`config.mk`:
```
export PLATFORM = sky130hd
export DESIGN_NAME = fix_ari_acc_flat
export DESIGN_NICKNAME = d
export VERILOG_FILES = /design/src/rtl/fix_ari_acc_if.sv /design/src/rtl/fix_ari_acc.sv /design/src/flat_wrapper.sv
export SDC_FILE = /design/constraint.sdc
export NUM_CORES = 1
export LEC_CHECK = 0
export BUFFER_PORTS_ARGS = -buffer_cell sky130_fd_sc_hd__buf_2
export CORE_ASPECT_RATIO = 0.5
export CORE_UTILIZATION = 61
export CTS_CLUSTER_DIAMETER = 150
export DETAILED_ROUTE_END_ITERATION = 8
export GPL_ROUTABILITY_DRIVEN = 1
export PLACE_DENSITY = 0.89
export SLEW_MARGIN = 30
export SYNTH_ARGS = -nofsm -noshare
export SYNTH_HDL_FRONTEND = slang
export SYNTH_SLANG_ARGS = --single-unit
```
`constraint.sdc`:
```
create_clock -name clk -period 5.6 [get_ports clk]
set_input_delay 0.84 -clock clk [delete_from_list [all_inputs] [get_ports clk]]
set_output_delay 0.84 -clock clk [all_outputs]
set_load 0.02 [all_outputs]
```
`src/rtl/fix_ari_acc_if.sv`:
```
`default_nettype none
// ============================================================================
//  Module      : fix_ari_acc_if
//  Description : Bus bundle for the fixed-point accumulate/round/saturate tail.
//                Carries the product input stream (prod_in, in_valid, in_last,
//                in_ready), the result output stream (data_out, out_valid,
//                out_ready, sat_flag) and the per-vector beat counter.
//                master : producer/consumer side (drives prod_in, in_valid,
//                         in_last, out_ready)
//                slave  : accumulator side (drives in_ready, data_out,
//                         out_valid, sat_flag, beat_cnt)
//  Revision    : 1.0 - initial release
// ============================================================================
interface fix_ari_acc_if #(
  parameter int DATA  = 15,
  parameter int GUARD = 8
);
  logic [2*DATA-1:0] prod_in;
  logic              in_valid;
  logic              in_last;
  logic              in_ready;
  logic [DATA-1:0]   data_out;
  logic              out_valid;
  logic              out_ready;
  logic              sat_flag;
  logic [GUARD:0]    beat_cnt;

  modport master (
    output prod_in, in_valid, in_last, out_ready,
    input  in_ready, data_out, out_valid, sat_flag, beat_cnt
  );

  modport slave (
    input  prod_in, in_valid, in_last, out_ready,
    output in_ready, data_out, out_valid, sat_flag, beat_cnt
  );
endinterface
`default_nettype wire

```
`src/rtl/fix_ari_acc.sv`:
```
`default_nettype none
// ============================================================================
//  Module      : fix_ari_acc
//  Description : Accumulates a vector of signed full-width products
//                (2*POIN fraction bits), then rounds half-up to POIN fraction
//                bits, saturates to the DATA-bit signed format and presents
//                the result on a valid/ready output.
//  Ports       : clk   - clock
//                rst_n - asynchronous active-low reset
//                bus   - fix_ari_acc_if.slave (product input stream, result
//                        output stream, sat_flag, beat_cnt)
//  Revision    : 1.0 - initial release
// ============================================================================
module fix_ari_acc #(
  parameter int DATA  = 15,
  parameter int INTE  = 6,
  parameter int POIN  = 8,
  parameter int GUARD = 8
) (
  input  wire logic     clk,
  input  wire logic     rst_n,
  fix_ari_acc_if.slave  bus
);

  localparam int ACC_W = 2*DATA + GUARD;
  localparam int OUT_W = 1 + INTE + POIN;
  localparam int R_W   = ACC_W - POIN;

  // Half an output LSB, expressed at input (2*POIN) precision.
  localparam logic signed [ACC_W-1:0] C_RND  = {{(ACC_W-POIN){1'b0}}, 1'b1, {(POIN-1){1'b0}}};
  localparam logic signed [R_W-1:0]   C_RMAX = {{(R_W-OUT_W+1){1'b0}}, {(OUT_W-1){1'b1}}};
  // Two's-complement most-negative value is the bitwise inverse of the max.
  localparam logic signed [R_W-1:0]   C_RMIN = ~C_RMAX;
  localparam logic [GUARD:0]          C_CNT_LAST = {1'b0, {GUARD{1'b1}}};
  localparam logic [GUARD:0]          C_CNT_ONE  = {{GUARD{1'b0}}, 1'b1};

  typedef enum logic [0:0] {
    ST_ACC = 1'b0,
    ST_OUT = 1'b1
  } state_t;

  state_t                   r_state, w_state_nxt;
  logic signed [ACC_W-1:0]  r_acc, w_acc_nxt;
  logic [GUARD:0]           r_cnt, w_cnt_nxt;
  logic [DATA-1:0]          r_data, w_data_nxt;
  logic                     r_sat, w_sat_nxt;

  logic signed [ACC_W-1:0]  w_prod_ext;
  logic signed [ACC_W-1:0]  w_sum;
  logic signed [ACC_W-1:0]  w_sum_rnd;
  logic signed [R_W-1:0]    w_r;
  logic [DATA-1:0]          w_res;
  logic                     w_res_sat;
  logic                     w_accept;

  // Datapath: running sum including the current beat, rounded and clipped.
  always_comb begin
    w_prod_ext = {{(ACC_W-2*DATA){bus.prod_in[2*DATA-1]}}, bus.prod_in};
    w_sum      = r_acc + w_prod_ext;
    w_sum_rnd  = w_sum + C_RND;
    // Dropping the low POIN bits of a signed value is an arithmetic shift.
    w_r        = w_sum_rnd[ACC_W-1:POIN];
    if (w_r > C_RMAX) begin
      w_res     = C_RMAX[OUT_W-1:0];
      w_res_sat = 1'b1;
    end else if (w_r < C_RMIN) begin
      w_res     = C_RMIN[OUT_W-1:0];
      w_res_sat = 1'b1;
    end else begin
      w_res     = w_r[OUT_W-1:0];
      w_res_sat = 1'b0;
    end
  end

  assign w_accept = bus.in_valid && (r_state == ST_ACC);

  always_comb begin
    w_state_nxt = r_state;
    w_acc_nxt   = r_acc;
    w_cnt_nxt   = r_cnt;
    w_data_nxt  = r_data;
    w_sat_nxt   = r_sat;
    case (r_state)
      ST_ACC: begin
        if (w_accept) begin
          // The 2^GUARD-th beat closes the vector even without in_last so
          // the accumulator can never wrap.
          if (bus.in_last || (r_cnt == C_CNT_LAST)) begin
            w_data_nxt  = w_res;
            w_sat_nxt   = w_res_sat;
            w_acc_nxt   = '0;
            w_cnt_nxt   = '0;
            w_state_nxt = ST_OUT;
          end else begin
            w_acc_nxt = w_sum;
            w_cnt_nxt = r_cnt + C_CNT_ONE;
          end
        end
      end
      ST_OUT: begin
        if (bus.out_ready) begin
          w_state_nxt = ST_ACC;
        end
      end
      default: w_state_nxt = ST_ACC;
    endcase
  end

  always_ff @(posedge clk or negedge rst_n) begin
    if (!rst_n) begin
      r_state <= ST_ACC;
      r_acc   <= '0;
      r_cnt   <= '0;
      r_data  <= '0;
      r_sat   <= 1'b0;
    end else begin
      r_state <= w_state_nxt;
      r_acc   <= w_acc_nxt;
      r_cnt   <= w_cnt_nxt;
      r_data  <= w_data_nxt;
      r_sat   <= w_sat_nxt;
    end
  end

  assign bus.in_ready  = (r_state == ST_ACC);
  assign bus.out_valid = (r_state == ST_OUT);
  assign bus.data_out  = r_data;
  assign bus.sat_flag  = r_sat;
  assign bus.beat_cnt  = r_cnt;

endmodule
`default_nettype wire

```
`src/flat_wrapper.sv`:
```
// flat-port wrapper written by rule: the top's interface ports become plain ports
module fix_ari_acc_flat 
#(
  parameter int DATA  = 15,
  parameter int INTE  = 6,
  parameter int POIN  = 8,
  parameter int GUARD = 8
)
  (clk, rst_n, bus_prod_in, bus_in_valid, bus_in_last, bus_out_ready, bus_in_ready, bus_data_out, bus_out_valid, bus_sat_flag, bus_beat_cnt);
  fix_ari_acc_if #(.DATA(DATA), .GUARD(GUARD)) bus_i ();
  input  wire logic clk;
  input  wire logic rst_n;
  input wire logic [$bits(bus_i.prod_in)-1:0] bus_prod_in;
  input wire logic [$bits(bus_i.in_valid)-1:0] bus_in_valid;
  input wire logic [$bits(bus_i.in_last)-1:0] bus_in_last;
  input wire logic [$bits(bus_i.out_ready)-1:0] bus_out_ready;
  output wire logic [$bits(bus_i.in_ready)-1:0] bus_in_ready;
  output wire logic [$bits(bus_i.data_out)-1:0] bus_data_out;
  output wire logic [$bits(bus_i.out_valid)-1:0] bus_out_valid;
  output wire logic [$bits(bus_i.sat_flag)-1:0] bus_sat_flag;
  output wire logic [$bits(bus_i.beat_cnt)-1:0] bus_beat_cnt;
  assign bus_i.prod_in = bus_prod_in;
  assign bus_i.in_valid = bus_in_valid;
  assign bus_i.in_last = bus_in_last;
  assign bus_i.out_ready = bus_out_ready;
  assign bus_in_ready = bus_i.in_ready;
  assign bus_data_out = bus_i.data_out;
  assign bus_out_valid = bus_i.out_valid;
  assign bus_sat_flag = bus_i.sat_flag;
  assign bus_beat_cnt = bus_i.beat_cnt;
  fix_ari_acc #(.DATA(DATA), .INTE(INTE), .POIN(POIN), .GUARD(GUARD)) u_core (.clk(clk), .rst_n(rst_n), .bus(bus_i));
endmodule
```
==> run metrics, run 1 <==
Worst Setup End Kind flip-flop; dpl hpwl 12200 um; sequential share of power 0.172; Worst slew margin 0.428; Detail Route Antenna Nets 0; Iter 0 DRT Violations 651; buffers added on ports 61; Comb pwr share 0.668; Final Hold Fails 0; initial antenna violation count 0; Routed WL 16700 um; Initial Util 0.632; ranking of synthesized cells by area dfrtp_1, ha_1, a21oi_1; area grow syn2layout 12.5%; internal power 2.14 mW; io pins 62; most common flop cell mapped by yosys dfrtp_1; Synth top area share 0.267; Root Buffer clkbuf_16; setup TNS 0 ns; cts hold-fix bufs 0; WL/cell 18.5 um; Req. time, crit path 5.79 ns; Layout Nets 843; Setup Buffers After CTS 0; EDFF count, synth 0; DP Area 6390 um2; sequential fraction of the synthesis area 0.267; CTS Buffer Depth 2; clock slew seen by the registers of the worst setup and hold paths 0.07 ns; CTS tree yes; status finished, final reports clean; Largest stage delay, worst path 0.40 ns; fmax 200 MHz; number of synthesized register bits 64; Die Y 72.1 um; Cell Chain, Critical Path buf_2, ha_1, a21oi_1, o211ai_2, a21oi_2, xnor2_1, nor4b_4, nand4_2, nor3_4, nand3_1, or3b_1, a211oi_2, nand4_2, o31ai_4, buf_4, o21ai_0; share of post-route cells with drive strength above 1 0.193; crit path time final 4.99 ns; die area 10200 um2; clk_lat worst skew 0.34 ns; most frequent cell after synthesis nand2_1; largest net degree at the start of global routing 65; Netlist Area Pre-Place 5990 um2; Switching Share 0.497; CTS sink count 64; post-cts resize count 0; Net Sw Power 2.11 mW; fillers 746; Cell variety after synth 94; fin. max-slew vios 0; Mapped Nets 786; Worst path slowest cell nor3_4; asr flop ratio synth 1.00; Vias 5948; number of vias per cell 6.56; critical path class input port to flip-flop; synthesized area per cell 8.44 um2; core area 9480 um2; clock share of power 0.161; worst slew pin tran 0.858 ns; final setup vio count 0; CTS buffer count 9; CP max FO 14; vias in the first global route 5382; hold crit path type flip-flop to flip-flop; RSZ-0062 raised after global routing no; Max IR drop VDD 252 uV; first-pass GRT wire length 26900 um; maxcap violations 0; fin area 6740 um2; Final Cycle Share 0.892; crit-path most repeated cell nand4_2; Yosys warning total 0; global route overflow 0; Worst Path Arrival 5.19 ns; Leak 3.03 nW; Clock H-tree levels 3; startpoint types input port; power per cell area 630 nW/um2; clk_skew 0.00859 ns; Synth area leader dfrtp_1; GRT Overall Usage 0.337; # rows 25; Synth Instances 710; diode count 0; routability cong. 1.01; number of remaining DRC errors 0; commonest cells in the netlist nand2_1, a21oi_1, dfrtp_1; Pre-Repair DR Iteration Count 7; Die Wd 142 um
[power by group through the flow]
stage          combinational [mW]  sequential (mW)  clock (mW)
3_5_place_dp                 2.73            0.734           0
4_1_cts                      2.77            0.728       0.682
5_1_grt                      3.07            0.746       0.699
2_1_floorplan                2.09            0.763           0
6_report                     2.84            0.730       0.682
3_3_place_gp                 2.68            0.727           0
[registers in the layout, summed over array words and instances (netlist names)]
register	cells
u_core.bus.sat_flag	1
u_core.bus.beat_cnt	9
u_core.bus.data_out	15
u_core.r_acc	38
u_core.bus.out_valid	1
[final timing paths]
path | from | to | slack, ns | cells after the start
setup / recovery | bus_prod_in[6] | u_core.bus.sat_flag$_DFFE_PN0P_ | 0.61 | 16
hold / removal | u_core.r_acc[27]$_DFFE_PN0P_ | u_core.r_acc[27]$_DFFE_PN0P_ | 0.48 | 2
setup reg to reg | u_core.r_acc[6]$_DFFE_PN0P_ | u_core.bus.sat_flag$_DFFE_PN0P_ | 0.83 | 15
hold reg to reg | u_core.r_acc[27]$_DFFE_PN0P_ | u_core.r_acc[27]$_DFFE_PN0P_ | 0.48 | 2
max in group asynchronous | rst_n | u_core.bus.beat_cnt[0]$_DFFE_PN0P_ | 4.35 | 2
min in group asynchronous | rst_n | u_core.r_acc[37]$_DFFE_PN0P_ | 0.67 | 2
[metal layers]
metal / track usage / part of all wire / routed length, um
met5: 0 / 0 / 0
met4: 0.0980 / 0.028 / 461
met3: 0.0759 / 0.083 / 1390
met2: 0.528 / 0.44 / 7340
met1: 0.468 / 0.45 / 7540
[stage by stage]
stage               utilization  instances  hold WS, ns  worst slack [ns]  power [mW]
CTS                       0.711        907        0.492             0.680        4.18
global route              0.711        907        0.508             0.257        4.52
finish                    0.711        907        0.483             0.607        4.25
floorplan                     -        710        0.454             0.996        2.85
global placement          0.674        891        0.456             0.496        3.41
detailed placement        0.674        891        0.478             0.389        3.47
[layout by cell type (no fill, tap or decap), types with 10 or more instances in the layout]
master    n
a21oi_1  68
a22o_1   24
a22oi_2  10
and4_1   10
buf_2    61
buf_4    16
dfrtp_1  64
ha_1     40
inv_1    10
nand2_1  90
nand3_1  27
nand4_1  15
nor2_1   50
nor3_1   19
o21ai_0  44
o21ai_1  12
xnor2_1  27
xor2_1   20
[kinds of logic after synthesis]
logic type               synth area share
adder cells (fa/ha/maj)            0.0869
buffers and inverters              0.0416
multiplexers                       0.0121
flip-flops                          0.267
XOR/XNOR                           0.0687
AND/OR/NAND/NOR                     0.238
AO/OA/AOI/OAI                       0.285
[final cells by class]
type                    instances  area [um2]  area share
multi-input cells             605        4160       0.617
inverters                      10        37.5     0.00557
well taps                     135         169      0.0251
clock buffers                   9         225      0.0334
clock inverters                 7         125      0.0186
flip-flops and latches         64        1600       0.238
repair buffers                 77         425      0.0631
[critical path, delay by kind of cell]
kind,cells,cell delay (ns)
buf+inv,2,0.37
compound gates,6,1.55
simple gates,6,1.77
xor+xnor,1,0.27
fa+ha+maj,1,0.37
Power figures use the tool's default switching activity.
==> inputs of run 2 (changes only) <==
--- a/config.mk
+++ b/config.mk
@@ -7,11 +7,11 @@
 export LEC_CHECK = 0
 export BUFFER_PORTS_ARGS = -buffer_cell sky130_fd_sc_hd__buf_2
 export CORE_ASPECT_RATIO = 0.5
-export CORE_UTILIZATION = 61
+export CORE_UTILIZATION = 30
 export CTS_CLUSTER_DIAMETER = 150
 export DETAILED_ROUTE_END_ITERATION = 8
 export GPL_ROUTABILITY_DRIVEN = 1
-export PLACE_DENSITY = 0.89
+export PLACE_DENSITY = 0.55
 export SLEW_MARGIN = 30
 export SYNTH_ARGS = -nofsm -noshare
 export SYNTH_HDL_FRONTEND = slang
==> run metrics, run 2 (synthesis results as in run 1) <==
Hold Slack 0.480 ns (-0.00306 ns); maxcap violations 0 (unchanged); number of remaining DRC errors 0 (unchanged); Biggest register u_core.r_acc; setup TNS 0 ns (unchanged); Worst Hold Launch u_core.bus.data_out[14]$_DFFE_PN0P_; CTS tree yes; Clock H-tree levels 3 (unchanged); top sig layer met4; DP Area 6570 um2 (+2.8%); RSZ-0062 raised after global routing no; Max IR drop VDD 204 uV (-19%); Layout Nets 846 (+0.36%); startpoint types input port; dpl hpwl 13900 um (+14%); Pre-Repair DR Iteration Count 5 (-2); reg-to-reg slack, setup 0.76 ns (-0.07 ns); most common cell after layout, fill and taps aside nand2_1; die area 20600 um2 (+100%); Iter 0 DRT Violations 443 (-32%); number of vias per cell 5.54 (-15%); Largest stage delay, worst path 0.66 ns (+0.26 ns); Worst Setup End Kind flip-flop; diode count 0 (unchanged); CTS buffer count 9 (unchanged); max reg flops 38 (unchanged); Critical R2R Capture u_core.bus.data_out[2]$_DFFE_PN0P_; final setup vio count 0 (unchanged); fin area 6880 um2 (+2.1%); hold path endpoint u_core.bus.data_out[14]$_DFFE_PN0P_; fmax 197 MHz (-1.5%); status finished, final reports clean; Tot Pwr 4.18 mW (-1.6%); global route overflow 0 (unchanged); WL met3 814 um (-42%); metal2 WL 8100 um (+10%); critical path class input port to flip-flop; Root Buffer clkbuf_16; buffers added on ports 61 (unchanged); GRT Overall Usage 0.182 (-0.155); worst r2r src u_core.r_acc[25]$_DFFE_PN0P_; Final Cycle Share 0.905 (+0.0137); placed cell count 1025 (+15%); Worst slew margin 0.455 (+0.0266); vias in the first global route 5426 (+0.82%); CP max FO 14 (unchanged); Cell Chain, Critical Path buf_2, ha_1, nand2_1, o21ai_0, a21oi_1, mux2_2, a311oi_2, and4_4, and3_2, nand3_4, nor2_1, nand3_1, xor2_1, o21ai_2, a22oi_1; Worst Path Arrival 5.25 ns (+0.06 ns); clk_skew 0.0126 ns (+0.00403 ns); io pins 62 (unchanged); routability cong. 0.915 (-9.2%); Final Hold Fails 0 (unchanged); Die Wd 202 um (+42%); CTS Buffer Depth 2 (unchanged); Hold Path Depth 1 (-1); hold crit path type flip-flop to flip-flop; clock slew seen by the registers of the worst setup and hold paths 0.06 ns (about the same); Routed WL 18300 um (+9.2%); Leak 3.02 nW (-0.36%); first-pass GRT wire length 29400 um (+9.4%); core area 19500 um2 (+110%); power per cell area 608 nW/um2 (-3.6%); post-cts resize count 0 (unchanged); Worst path slowest cell o21ai_2; # rows 36 (+44%); largest net degree at the start of global routing 65 (unchanged); r2r worst-path depth 14 (-1); commonest non-fill, non-tap cells in the layout nand2_1, a21oi_1, dfrtp_1; worst slew pin tran 0.816 ns (-0.0419 ns); crit path time final 5.07 ns (+0.0769 ns); Vias 5769 (-3.0%); share of post-route cells with drive strength above 1 0.196 (+0.00312); Setup Buffers After CTS 0 (unchanged); cts hold-fix bufs 0 (unchanged); Final Instance Count excl. Fillers 1041 (+15%); WL/cell 17.6 um (-4.9%); Die Y 102 um (+41%); Detail Route Antenna Nets 0 (unchanged); fin. max-slew vios 0 (unchanged); Initial Util 0.307 (-0.325); Req. time, crit path 5.78 ns (about the same); initial antenna violation count 0 (unchanged); Met1 Wirelength 9060 um (+20%); clk_lat worst skew 0.34 ns (about the same); area grow syn2layout 14.8%; CTS sink count 64 (unchanged)
-- run 2: worst max-delay path by stage --
stage,depth (start not counted),to,slack (ns),start
floorplan,16,u_core.bus.data_out[3]$_DFFE_PN0P_,1.0,bus_prod_in[0]
global placement,15,u_core.bus.data_out[13]$_DFFE_PN0P_,0.27,bus_prod_in[25]
detailed placement,15,u_core.bus.data_out[1]$_DFFE_PN0P_,0.21,bus_prod_in[19]
CTS,15,u_core.bus.data_out[1]$_DFFE_PN0P_,0.57,bus_prod_in[19]
global route,15,u_core.bus.data_out[2]$_DFFE_PN0P_,0.21,bus_prod_in[25]
finish,15,u_core.bus.data_out[2]$_DFFE_PN0P_,0.53,bus_prod_in[25]
-- run 2: stage by stage --
stage / setup slack, ns / util
3_5_place_dp: 0.211 / 0.337
4_1_cts: 0.570 / 0.353
6_report: 0.530 / 0.353
5_1_grt: 0.214 / 0.353
3_3_place_gp: 0.273 / 0.337
2_1_floorplan: 0.996 / -
-- run 2: cell type report --
type	count	area (um2)
Multi-Input combinational cell	605	4150
Sequential cell	64	1600
Inverter	10	37.5
Fill cell	2039	12600
Clock buffer	10	239
Tap cell	266	333
Timing Repair Buffer	80	452
Clock inverter	6	67.6
-- run 2: where the power goes --
group	switching (mW)	internal (mW)	total, mW	leakage (nW)
clock	0.235	0.358	0.594	0.145
combinational	1.77	1.09	2.86	2.03
sequential	0.104	0.624	0.728	0.840
-- run 2: routing by layer --
layer / track usage / vias to the layer above
met3: 0.0338 / 17
met4: 0.0437 / 0
met5: 0 / -
met1: 0.256 / 2820
li1: - / 2793
met2: 0.289 / 139
-- run 2: worst max-delay path, delay by kind of cell --
family	cells	cell delay, ns
multiplexers	1	0.40
buffers and inverters	1	0.10
AND/OR/NAND/NOR	6	1.30
adder cells (fa/ha/maj)	1	0.39
AO/OA/AOI/OAI	5	1.97
XOR/XNOR	1	0.24
